### config.mk
export PLATFORM = sky130hd
export DESIGN_NAME = jt49_exp_sched
export DESIGN_NICKNAME = d
export VERILOG_FILES = /design/src/rtl/jt49_exp_sched.sv
export SDC_FILE = /design/constraint.sdc
export NUM_CORES = 1
export LEC_CHECK = 0
export ABC_CLOCK_PERIOD_IN_PS = 7500
export BUFFER_PORTS_ARGS = -buffer_cell sky130_fd_sc_hd__buf_2
export CORE_MARGIN = 3
export CORE_UTILIZATION = 55
export DETAILED_ROUTE_END_ITERATION = 16
export GPL_ROUTABILITY_DRIVEN = 1
export PLACE_DENSITY = 0.91
export SETUP_SLACK_MARGIN = 0.05
export SYNTH_ARGS = -nofsm -noshare
export SYNTH_HDL_FRONTEND = slang
export SYNTH_SLANG_ARGS = --single-unit
### constraint.sdc
create_clock -name clk -period 7.5 [get_ports clk]
set_clock_uncertainty 0.05 [all_clocks]
set_input_delay 0.375 -clock clk [delete_from_list [all_inputs] [get_ports clk]]
set_output_delay 0.375 -clock clk [all_outputs]
set_load 0.02 [all_outputs]
### src/rtl/jt49_exp_sched.sv
// jt49_exp_sched: time-shares one jt49_exp volume LUT between PSG channels A, B and C.
// A request is snapshotted, issued to the LUT one channel per cycle, and the tagged returns are published together.
module jt49_exp_sched #(
  parameter int LAT = 1
) (
  input  logic       clk,
  input  logic       rst_n,
  input  logic       start,
  input  logic [2:0] comp,
  input  logic [4:0] vol_a,
  input  logic [4:0] vol_b,
  input  logic [4:0] vol_c,
  input  logic       ovr_clr,
  output logic [2:0] lut_comp,
  output logic [4:0] lut_din,
  input  logic [7:0] lut_dout,
  output logic [7:0] amp_a,
  output logic [7:0] amp_b,
  output logic [7:0] amp_c,
  output logic [9:0] mix,
  output logic       amp_valid,
  output logic       busy,
  output logic       ovr
);

  typedef enum logic [1:0] {
    IDLE  = 2'd0,
    ISSUE = 2'd1,
    DRAIN = 2'd2
  } state_t;

  localparam logic [7:0] LAST_DRAIN = 8'(LAT);

  state_t     state, state_next;
  logic [7:0] cnt, cnt_next;
  logic       launch, issue_b, issue_c, publish;
  logic       pending, pending_next, ovr_next;
  logic [2:0] comp_clamped;
  logic [4:0] snap_b, snap_c;
  logic [7:0] hold_a, hold_b, hold_c;

  // Tag pipe: tag_v[i]/tag_idx[i] describe the LUT read issued i+1 edges ago.
  logic [LAT:0]      tag_v;
  logic [LAT:0][1:0] tag_idx;

  assign busy         = (state != IDLE);
  assign comp_clamped = (comp > 3'd4) ? 3'd4 : comp;

  always_ff @(posedge clk or negedge rst_n) begin
    if (!rst_n) begin
      state <= IDLE;
      cnt   <= 8'd0;
    end else begin
      state <= state_next;
      cnt   <= cnt_next;
    end
  end

  always_comb begin
    state_next = state;
    cnt_next   = cnt;
    launch     = 1'b0;
    issue_b    = 1'b0;
    issue_c    = 1'b0;
    publish    = 1'b0;
    case (state)
      IDLE: begin
        if (start || pending) begin
          launch     = 1'b1;
          state_next = ISSUE;
          cnt_next   = 8'd0;
        end
      end
      ISSUE: begin
        if (cnt == 8'd0) begin
          issue_b  = 1'b1;
          cnt_next = 8'd1;
        end else if (cnt == 8'd1) begin
          issue_c  = 1'b1;
          cnt_next = 8'd2;
        end else begin
          state_next = DRAIN;
          cnt_next   = 8'd0;
        end
      end
      DRAIN: begin
        if (cnt == LAST_DRAIN) begin
          publish    = 1'b1;
          state_next = IDLE;
          cnt_next   = 8'd0;
        end else begin
          cnt_next = cnt + 8'd1;
        end
      end
      default: begin
        state_next = IDLE;
        cnt_next   = 8'd0;
      end
    endcase
  end

  // A start arriving together with a pending launch stays queued rather than being lost.
  always_comb begin
    pending_next = pending;
    ovr_next     = ovr;
    if (launch) begin
      pending_next = pending & start;
    end else if (busy && start) begin
      pending_next = 1'b1;
    end
    if (busy && start && pending) begin
      ovr_next = 1'b1;
    end else if (ovr_clr) begin
      ovr_next = 1'b0;
    end
  end

  always_ff @(posedge clk or negedge rst_n) begin
    if (!rst_n) begin
      pending <= 1'b0;
      ovr     <= 1'b0;
    end else begin
      pending <= pending_next;
      ovr     <= ovr_next;
    end
  end

  // lut_din doubles as the channel A snapshot and lut_comp as the comp snapshot.
  always_ff @(posedge clk or negedge rst_n) begin
    if (!rst_n) begin
      lut_din  <= 5'd0;
      lut_comp <= 3'd0;
      snap_b   <= 5'd0;
      snap_c   <= 5'd0;
    end else if (launch) begin
      lut_din  <= vol_a;
      lut_comp <= comp_clamped;
      snap_b   <= vol_b;
      snap_c   <= vol_c;
    end else if (issue_b) begin
      lut_din <= snap_b;
    end else if (issue_c) begin
      lut_din <= snap_c;
    end
  end

  always_ff @(posedge clk or negedge rst_n) begin
    if (!rst_n) begin
      tag_v   <= '0;
      tag_idx <= '0;
    end else begin
      tag_v[0]   <= launch | issue_b | issue_c;
      tag_idx[0] <= issue_b ? 2'd1 : (issue_c ? 2'd2 : 2'd0);
      for (int i = 1; i <= LAT; i++) begin
        tag_v[i]   <= tag_v[i-1];
        tag_idx[i] <= tag_idx[i-1];
      end
    end
  end

  always_ff @(posedge clk or negedge rst_n) begin
    if (!rst_n) begin
      hold_a <= 8'd0;
      hold_b <= 8'd0;
      hold_c <= 8'd0;
    end else if (tag_v[LAT]) begin
      case (tag_idx[LAT])
        2'd0:    hold_a <= lut_dout;
        2'd1:    hold_b <= lut_dout;
        2'd2:    hold_c <= lut_dout;
        default: hold_a <= hold_a;
      endcase
    end
  end

  always_ff @(posedge clk or negedge rst_n) begin
    if (!rst_n) begin
      amp_a     <= 8'd0;
      amp_b     <= 8'd0;
      amp_c     <= 8'd0;
      mix       <= 10'd0;
      amp_valid <= 1'b0;
    end else begin
      amp_valid <= publish;
      if (publish) begin
        amp_a <= hold_a;
        amp_b <= hold_b;
        amp_c <= hold_c;
        mix   <= {2'b00, hold_a} + {2'b00, hold_b} + {2'b00, hold_c};
      end
    end
  end

endmodule

Word-level counts from Yosys, hierarchy flattened
Index checks and enable logic that the tools add are counted.
{ "totals": {"reg_bits": 95, "latchBits": 0, "mem_bits_rw": 0, "romBits": 0, "inputBits": 30, "word_cells": 77, "mem_count": 0} }
{ "op_classes": {"n_addsub": 3, "n_mul": 0, "n_div": 0, "order_cmp": 1, "n_eq_ne": 9, "shift": 0, "n_mux": 28, "bitwise_logic": 3, "n_reduce_logical": 14} }
{ "ops": {"columns": ["op", "n"], "rows": [
  ["8-bit case mux with 3 select lines", 1],
  ["2-bit two-way mux", 8],
  ["8-bit two-way mux", 2],
  ["5-bit two-way mux", 3],
  ["1-bit two-way mux", 12],
  ["9-bit by 8-bit adder with 10-bit output", 1],
  ["8-bit by 8-bit adder with 9-bit output", 1],
  ["8-bit by 1-bit adder with 8-bit output, second input constant", 1],
  ["8-bit by 1-bit == test with 1-bit output, second input constant", 1],
  ["8-bit logical NOT", 1],
  ["2-bit inequality test, second input constant", 4],
  ["2-bit case mux with 3 select lines", 1],
  ["2-bit AND reduction", 3],
  ["2-bit nonzero test", 3],
  ["2-bit by 1-bit == test with 1-bit output, second input constant", 2],
  ["2-bit == test, second input constant", 2],
  ["2-bit logical NOT", 2],
  ["4-bit AND reduction", 1],
  ["3-bit greater-than comparator, second input constant", 1],
  ["3-bit two-way mux", 1],
  ["3-bit nonzero test", 1],
  ["1-bit logical AND", 2],
  ["1-bit OR", 2],
  ["1-bit AND", 1],
  ["1-bit logical OR", 1]
]} }

Longest topological paths before layout
Gate-level depths: netlist (run 1).
{ "logic_depth": {"depth_word": 7, "depth_mapped": 10, "ltp_nobuf": 10} }

Least setup slack after synthesis (run 1)
Ideal clock, no wire load.
{ "synth_path": {"path_type": "reg2reg", "startpoint": "register hold_a[1]", "endpoint": "register mix[7]", "arrival_time_ns": 2.188, "required_time_ns": 7.322, "slack_ns": 5.135, "path_stages_with_launch": 9, "path_buffers": 0, "synth_period_minus_slack_ns": 2.365, "path_cell_list": "dfrtp_1 -> fa_1 -> ha_1 -> fa_1 -> a21oi_1 -> o211ai_1 -> a21oi_1 -> xnor2_1 -> o21ai_0"} }
{ "synth_via": {"elab_chain_cells": 2} }
{ "synth_lines": {"columns": ["element", "line", "text"], "rows": [
  ["from (decl)", "40", "logic [7:0] hold_a, hold_b, hold_c;"],
  ["from (signal assigned)", "168", "2'd0: hold_a <= lut_dout;"],
  ["from (signal assigned)", "171", "default: hold_a <= hold_a;"],
  ["8-bit by 8-bit adder with 9-bit output", "189", "mix <= {2'b00, hold_a} + {2'b00, hold_b} + {2'b00, hold_c};"],
  ["9-bit by 8-bit adder with 10-bit output", "189", null],
  ["to (signal assigned)", "189", null],
  ["to (decl)", "20", "output logic [9:0] mix,"]
]} }
No other way between the ends.
A chain may end at the register's enable or synchronous reset.

Worst setup path in the final report (run 1)
Ends and elaborated chain as after synthesis.

==> out/results.txt, run 1 <==
Hold Path Depth: 3
Initial Util: 57.9%
r2r startpoint: hold_a[1]
final setup fails: 0
Synth top area share: 55.4%
Post-synth EDFFs: 0
Crit Path Category: reg2reg
setup TNS: 0 ns
crit path time final: 2.63 ns
Synth area leader: dfrtp_1
share of layout cells above drive strength 1: 26.3%
top post-synthesis cells by count: 124 x nand2_1, 95 x dfrtp_1, 27 x mux2_2
CTS Buf Count: 9
post-synthesis net count: 453
status: completed
worst hold start: vol_b[3]
Final HPWL DP: 6100 µm
Async S/R FF share, synth: 100%
total grt overflow: 0
routability cong.: 0.817
ANT nets after route: 0
VDD IR max: 0.254 mV
Synth Area in Simple Gates: 15.9%
Die Width: 94.3 µm
cell count of the worst reg-to-reg path: 8
Area contributors post-synth: dfrtp_1 55%, nand2_1 11%, mux2_2 7.1%
register bit total from synthesis: 95
post-synthesis compound-gate area fraction: 7.38%
Post-Syn Area: 4290 µm²
max-slew violations: 0
wire length on met2: 4400 µm
Synth Area in XOR/XNOR: 2.25%
WL final: 8610 µm
vias in the first global route: 3199
post-synthesis mux area share: 7.44%
H-tree Lvls: 3
Final Core Density: 66.9%
Reg clk slew, reported paths: 0.09 ns
Hold Violations, Final: 0
Area Growth Syn to Fin: 15.5%
leakage power: 2.54 nW
Crit path required time: 7.67 ns
number of top-level pins: 75
row count: 31
first-pass GRT wire length: 14800 µm
syn avg cell area: 10.7 µm²
fin crit share: 35.1%
met1 WL: 3560 µm
Vias/cell: 5.34
CTS Root Cell: clkbuf_8
die footprint: 8890 µm²
fin area: 4950 µm²
area of the multi-input gates: 1770 µm²
count leader, synth: nand2_1
setup repair after global routing missed its margin: false
Max-cap violations: 0
CP max FO: 3
Port Buf Inserts: 74
largest family of logic cells by synthesized area: simple AND/OR/NAND/NOR gates
clock buffer depth: 2
routed vias: 3088
largest net degree at the start of global routing: 57
Min-Delay Path Class: in2reg
Worst Hold Endpoint: snap_b[3]
Power Dens Cells: 498 nW/µm²
Worst-Margin Slew: 1.20 ns
ys flop type: dfrtp_1
Core Area: 7410 µm²
Wirelength per Cell: 14.9 µm
TritonCTS clock tree: built
# DRC: 0
R2R setup slack: 4.87 ns
layout net count: 528
Final Power: 2.47 mW
Crit path arrival time: 2.80 ns
Top Metal Used: met4
first drt pass iteration count: 4
crit end category: register
Max transition margin: 19.4%
met3 WL post-DR: 520 µm
Post-DP Area: 4730 µm²
initial antenna violation count: 0
fillers: 555
Max Clk Rate: 380 MHz
register area: 2380 µm²
Clock Latency Late Sink: 0.36 ns
cts repair resizes: 0
Post-Syn Instances: 400
Post-Synth Adder-Cell Area: 8.28%
Die H: 94.3 µm
sequential-to-total area share from yosys stat: 55.4%
antenna cells: 0
drt first-iter violations: 93
count of cell types in the netlist: 40
Critical Path Start Type: register
Synth warnings: 0
clk sinks: 95
GRT Util Overall: 21.3%
RR Endpoint: mix[7]
==> routing by layer <==
metal  up-vias  track usage (%)
met5         -                0
met4         0             7.46
met3        15             5.29
met2        91             35.7
met1      1514             27.0
li1       1468                -
==> state kept, by name (all words and copies together) (netlist names), 3 cells and up <==
name and cells:
snap_c 5, snap_b 5, amp_c 8, cnt 8, amp_b 8, tag_idx 4
mix 10, hold_a 8, hold_c 8, lut_din 5, lut_comp 3, hold_b 8
amp_a 8
==> power by group <==
group	switching (mW)	internal (mW)
Sequential	0.138	0.735
Combinational	0.730	0.504
Clock	0.175	0.187
Total	1.04	1.43
==> cells in the final DEF, fill, tap and decap left out, drive strengths merged, types with 2 or more instances in the layout <==
cell type and instances:
nor2 10, buf 76, nor4 2, inv 21
nand4 3, and4 2, a21oi 5, a211oi 2
o211ai 7, mux2 28, xor2 8, ha 14
dfrtp 95, clkbuf 10, o22ai 2, fa 9
bufinv 2, nand2b 2, nand3 8, a21o 2
xnor2 3, nand2 124, o21ai 25, and2 2
nand3b 2
==> per-stage QoR <==
stage          instances  setup slack (ns)  hold WS, ns
3_3_place_gp         562              5.01        0.283
2_1_floorplan        400              5.13       0.0294
3_5_place_dp         562              4.93        0.288
4_1_cts              578              4.89        0.142
6_report             578              4.87        0.160
5_1_grt              578              4.70        0.147
==> worst max path at each step <==
stage                   start     end  cells after the start
detailed placement  hold_a[1]  mix[7]                      8
global placement    hold_a[1]  mix[7]                      8
global route        hold_a[1]  mix[7]                      8
finish              hold_a[1]  mix[7]                      8
CTS                 hold_a[1]  mix[7]                      8
floorplan           hold_a[1]  mix[7]                      8
==> cell families (layout without fill, tap and decap cells) <==
family	after synthesis	after routing
AOI/OAI and AO/OA	51	51
xor gates and xnor gates	11	11
adders and majority gates	23	23
buffers and inverters	33	112
DFF	95	95
muxes	28	28
and+or+nand+nor	159	159
==> critical path, stage by stage, from the launching register on <==
cell and delay (ns):
dfrtp_1 0.42, fa_1 0.48, ha_1 0.25, fa_1 0.42, a21oi_1 0.24, o211ai_1 0.14, a21oi_1 0.25, xnor2_1 0.15
o21ai_0 0.09
==> timing repair <==
action,in CTS,in global routing
setup endpoints to repair,0,0
buffers inserted,0,0
hold buffers,1,0
hold endpoints to repair,39,0
==> final cells by class <==
type | count | share of cell area (%)
clock buffer | 10 | 2.58
clock inverter | 5 | 1.64
inverter | 20 | 1.52
multi-input combinational | 272 | 35.7
sequential | 95 | 48.0
tap | 99 | 2.50
timing repair buffer | 77 | 8.03
No activity file was read; power rests on OpenSTA's default activity.
==> run 2, diff against run 1 <==
ABC_CLOCK_PERIOD_IN_PS = 2680   (was 7500)
clock period = 2.68 ns   (was 7.5 ns; I/O delays follow)
==> run 2 against run 1 <==
Compared with the run above:
- cell count up 5.0%
- die area unchanged
- worst hold slack worse by 0.083 ns
- register-to-register slack worse by 4.7 ns
- fmax rose by 5.2%
- utilization up 3.6 points
- power grew to 2.8 times the previous value
- first-iteration DRC count increased by 49%
- global-route usage increased by 1.6 points
- critical endpoint is now mix[9]
==> out/results.txt, run 2 (synthesized netlist as in run 1, its figures left out) <==
Initial Util: 57.9% (unchanged)
crit end category: register (unchanged)
Crit path required time: 2.87 ns (was 7.67 ns)
Worst Setup SP: hold_a[1] (unchanged)
setup repair after global routing missed its margin: false (unchanged)
routability cong.: 0.837 (was 0.817)
Hold WS: 0.0763 ns (was 0.160 ns)
r2r startpoint: hold_a[1] (unchanged)
H-tree Lvls: 3 (unchanged)
# DRC: 0 (unchanged)
RR Endpoint: mix[9] (was mix[7])
max-slew violations: 0 (unchanged)
fin crit share: 93.3% (was 35.1%)
largest reg by FF count: mix (unchanged)
Max transition margin: 33.7% (was 19.4%)
Power Dens Cells: 1330 nW/µm² (was 498 nW/µm²)
Worst setup endpoint: mix[9] (was mix[7])
Buf/Inv on CP: 0 (unchanged)
Crit Path Category: reg2reg (unchanged)
GRT Util Overall: 22.9% (was 21.3%)
share of layout cells above drive strength 1: 26.6% (was 26.3%)
CTS Root Cell: clkbuf_8 (unchanged)
vias in the first global route: 3443 (was 3199)
slowest CP cell: fa_1 (unchanged)
Vias/cell: 5.35 (was 5.34)
VDD IR max: 0.703 mV (was 0.254 mV)
Hold Violations, Final: 0 (unchanged)
Worst-Margin Slew: 0.988 ns (was 1.20 ns)
first-pass GRT wire length: 15800 µm (was 14800 µm)
drt first-iter violations: 139 (was 93)
initial antenna violation count: 0 (unchanged)
WL final: 9240 µm (was 8610 µm)
clock buffer depth: 2 (unchanged)
Port Buf Inserts: 74 (unchanged)
commonest cells after routing, fill and taps aside: 124 x nand2_1, 95 x dfrtp_1, 73 x buf_2 (unchanged)
total grt overflow: 0 (unchanged)
cell count of the worst reg-to-reg path: 8 (unchanged)
critical path's most frequent cell: a21oi_2
Die Width: 94.3 µm (unchanged)
Max Clk Rate: 400 MHz (was 380 MHz)
ANT nets after route: 0 (unchanged)
TritonCTS clock tree: built (unchanged)
most common cell after layout, fill and taps aside: nand2_1 (unchanged)
clk sinks: 95 (unchanged)
number of top-level pins: 75 (unchanged)
Reg clk slew, reported paths: 0.10 ns (was 0.09 ns)
routed vias: 3248 (was 3088)
status: completed (unchanged)
Critical Path Start Type: register (unchanged)
Core Area: 7410 µm² (unchanged)
Worst path depth: 8 (unchanged)
Final Worst Setup Slack: 0.179 ns (was 4.87 ns)
leakage power: 2.65 nW (was 2.54 nW)
setup TNS: 0 ns (unchanged)
R2R setup slack: 0.18 ns (was 4.87 ns)
Max-cap violations: 0 (unchanged)
Area Growth Syn to Fin: 21.8% (was 15.5%)
CP max FO: 3 (unchanged)
delay-heaviest family, CP: adder cells (unchanged)
final setup fails: 0 (unchanged)
row count: 31 (unchanged)
pre-CTS setup slack: 0.116 ns (was 4.93 ns)
Min-Delay Path Class: in2reg (unchanged)
die footprint: 8890 µm² (unchanged)
Final HPWL DP: 6240 µm (was 6100 µm)
Crit path arrival time: 2.69 ns (was 2.80 ns)
crit path time final: 2.50 ns (was 2.63 ns)
max FFs per register: 10 (unchanged)
critical-path cell list: fa_1 -> ha_1 -> fa_2 -> a21oi_2 -> o211ai_1 -> a21oi_2 -> o21ba_2 -> o31ai_1 (was fa_1 -> ha_1 -> fa_1 -> a21oi_1 -> o211ai_1 -> a21oi_1 -> xnor2_1 -> o21ai_0)
antenna cells: 0 (unchanged)
first drt pass iteration count: 4 (unchanged)
CTS Buf Count: 9 (unchanged)
Die H: 94.3 µm (unchanged)
layout net count: 556 (was 528)
largest net degree at the start of global routing: 60 (was 57)
Wirelength per Cell: 15.2 µm (was 14.9 µm)
Clock Latency Late Sink: 0.37 ns (was 0.36 ns)
crit-path max cell delay: 0.49 ns (was 0.48 ns)
## run 2: cell types whose count changed in the layout (fill, tap and decap cells not counted), moves of 2 or more
cell,previous run,this run
bufinv_16,2,0
a21oi_1,5,3
buf_4,3,6
clkinv_4,0,2
a21oi_2,0,2
dlygate4sd3_1,1,25
## run 2: what timing repair did
action                     4_1_cts  5_1_grt
gates resized for setup          0        4
hold buffers                    25        0
hold endpoints to repair        97        0
setup buffers                    0        1
setup endpoints to repair        0        4
## run 2: worst reg2reg max path: stages (launching register included)
cell      delay [ns]
dfrtp_1         0.43
fa_1            0.49
ha_1            0.26
fa_2            0.38
a21oi_2         0.16
o211ai_1        0.16
a21oi_2         0.22
o21ba_2         0.16
o31ai_1         0.07
## run 2: final cells by class
cell class	instances	area (µm²)
repair buffers	105	681
flip-flops and latches	95	2380
clock inverters	6	52.6
well taps	99	124
multi-input cells	272	1790
clock buffers	10	128
fillers	510	2190
inverters	20	75.1
## run 2: how the worst min path moves through the flow
stage                         from         end  depth (start not counted)
after floorplan              rst_n    amp_a[0]                          0
after global placement       rst_n    amp_c[7]                          1
after detailed placement     rst_n    amp_b[7]                          1
after CTS                 vol_a[2]  lut_din[2]                          4
after global routing      vol_a[1]  lut_din[1]                          4
final                     vol_a[2]  lut_din[2]                          4
## run 2: through the flow
step                      area (µm²)  util (%)  total power, mW  instances
after detailed placement        4770      64.4             5.89        565
after global routing            5220      70.5             7.51        607
final                           5220      70.5             6.95        607
after global placement          4770      64.4             5.68        565
after floorplan                 4290         -             4.91        400
after CTS                       5200      70.2             6.86        606
## run 2: power by group
part / internal, mW / switching [mW] / total [mW]
sequential: 2.06 / 0.384 / 2.44
combinational: 1.52 / 2.11 / 3.63
clock: 0.351 / 0.531 / 0.882
## run 2: per-layer routing
metal  up-vias  share of wire, %  track usage, %
met1      1575                39            27.0
met3        22               6.6            5.77
met4         0               2.0            7.82
li1       1529                 -               -
met2       122                52            40.5
met5         -                 0               0
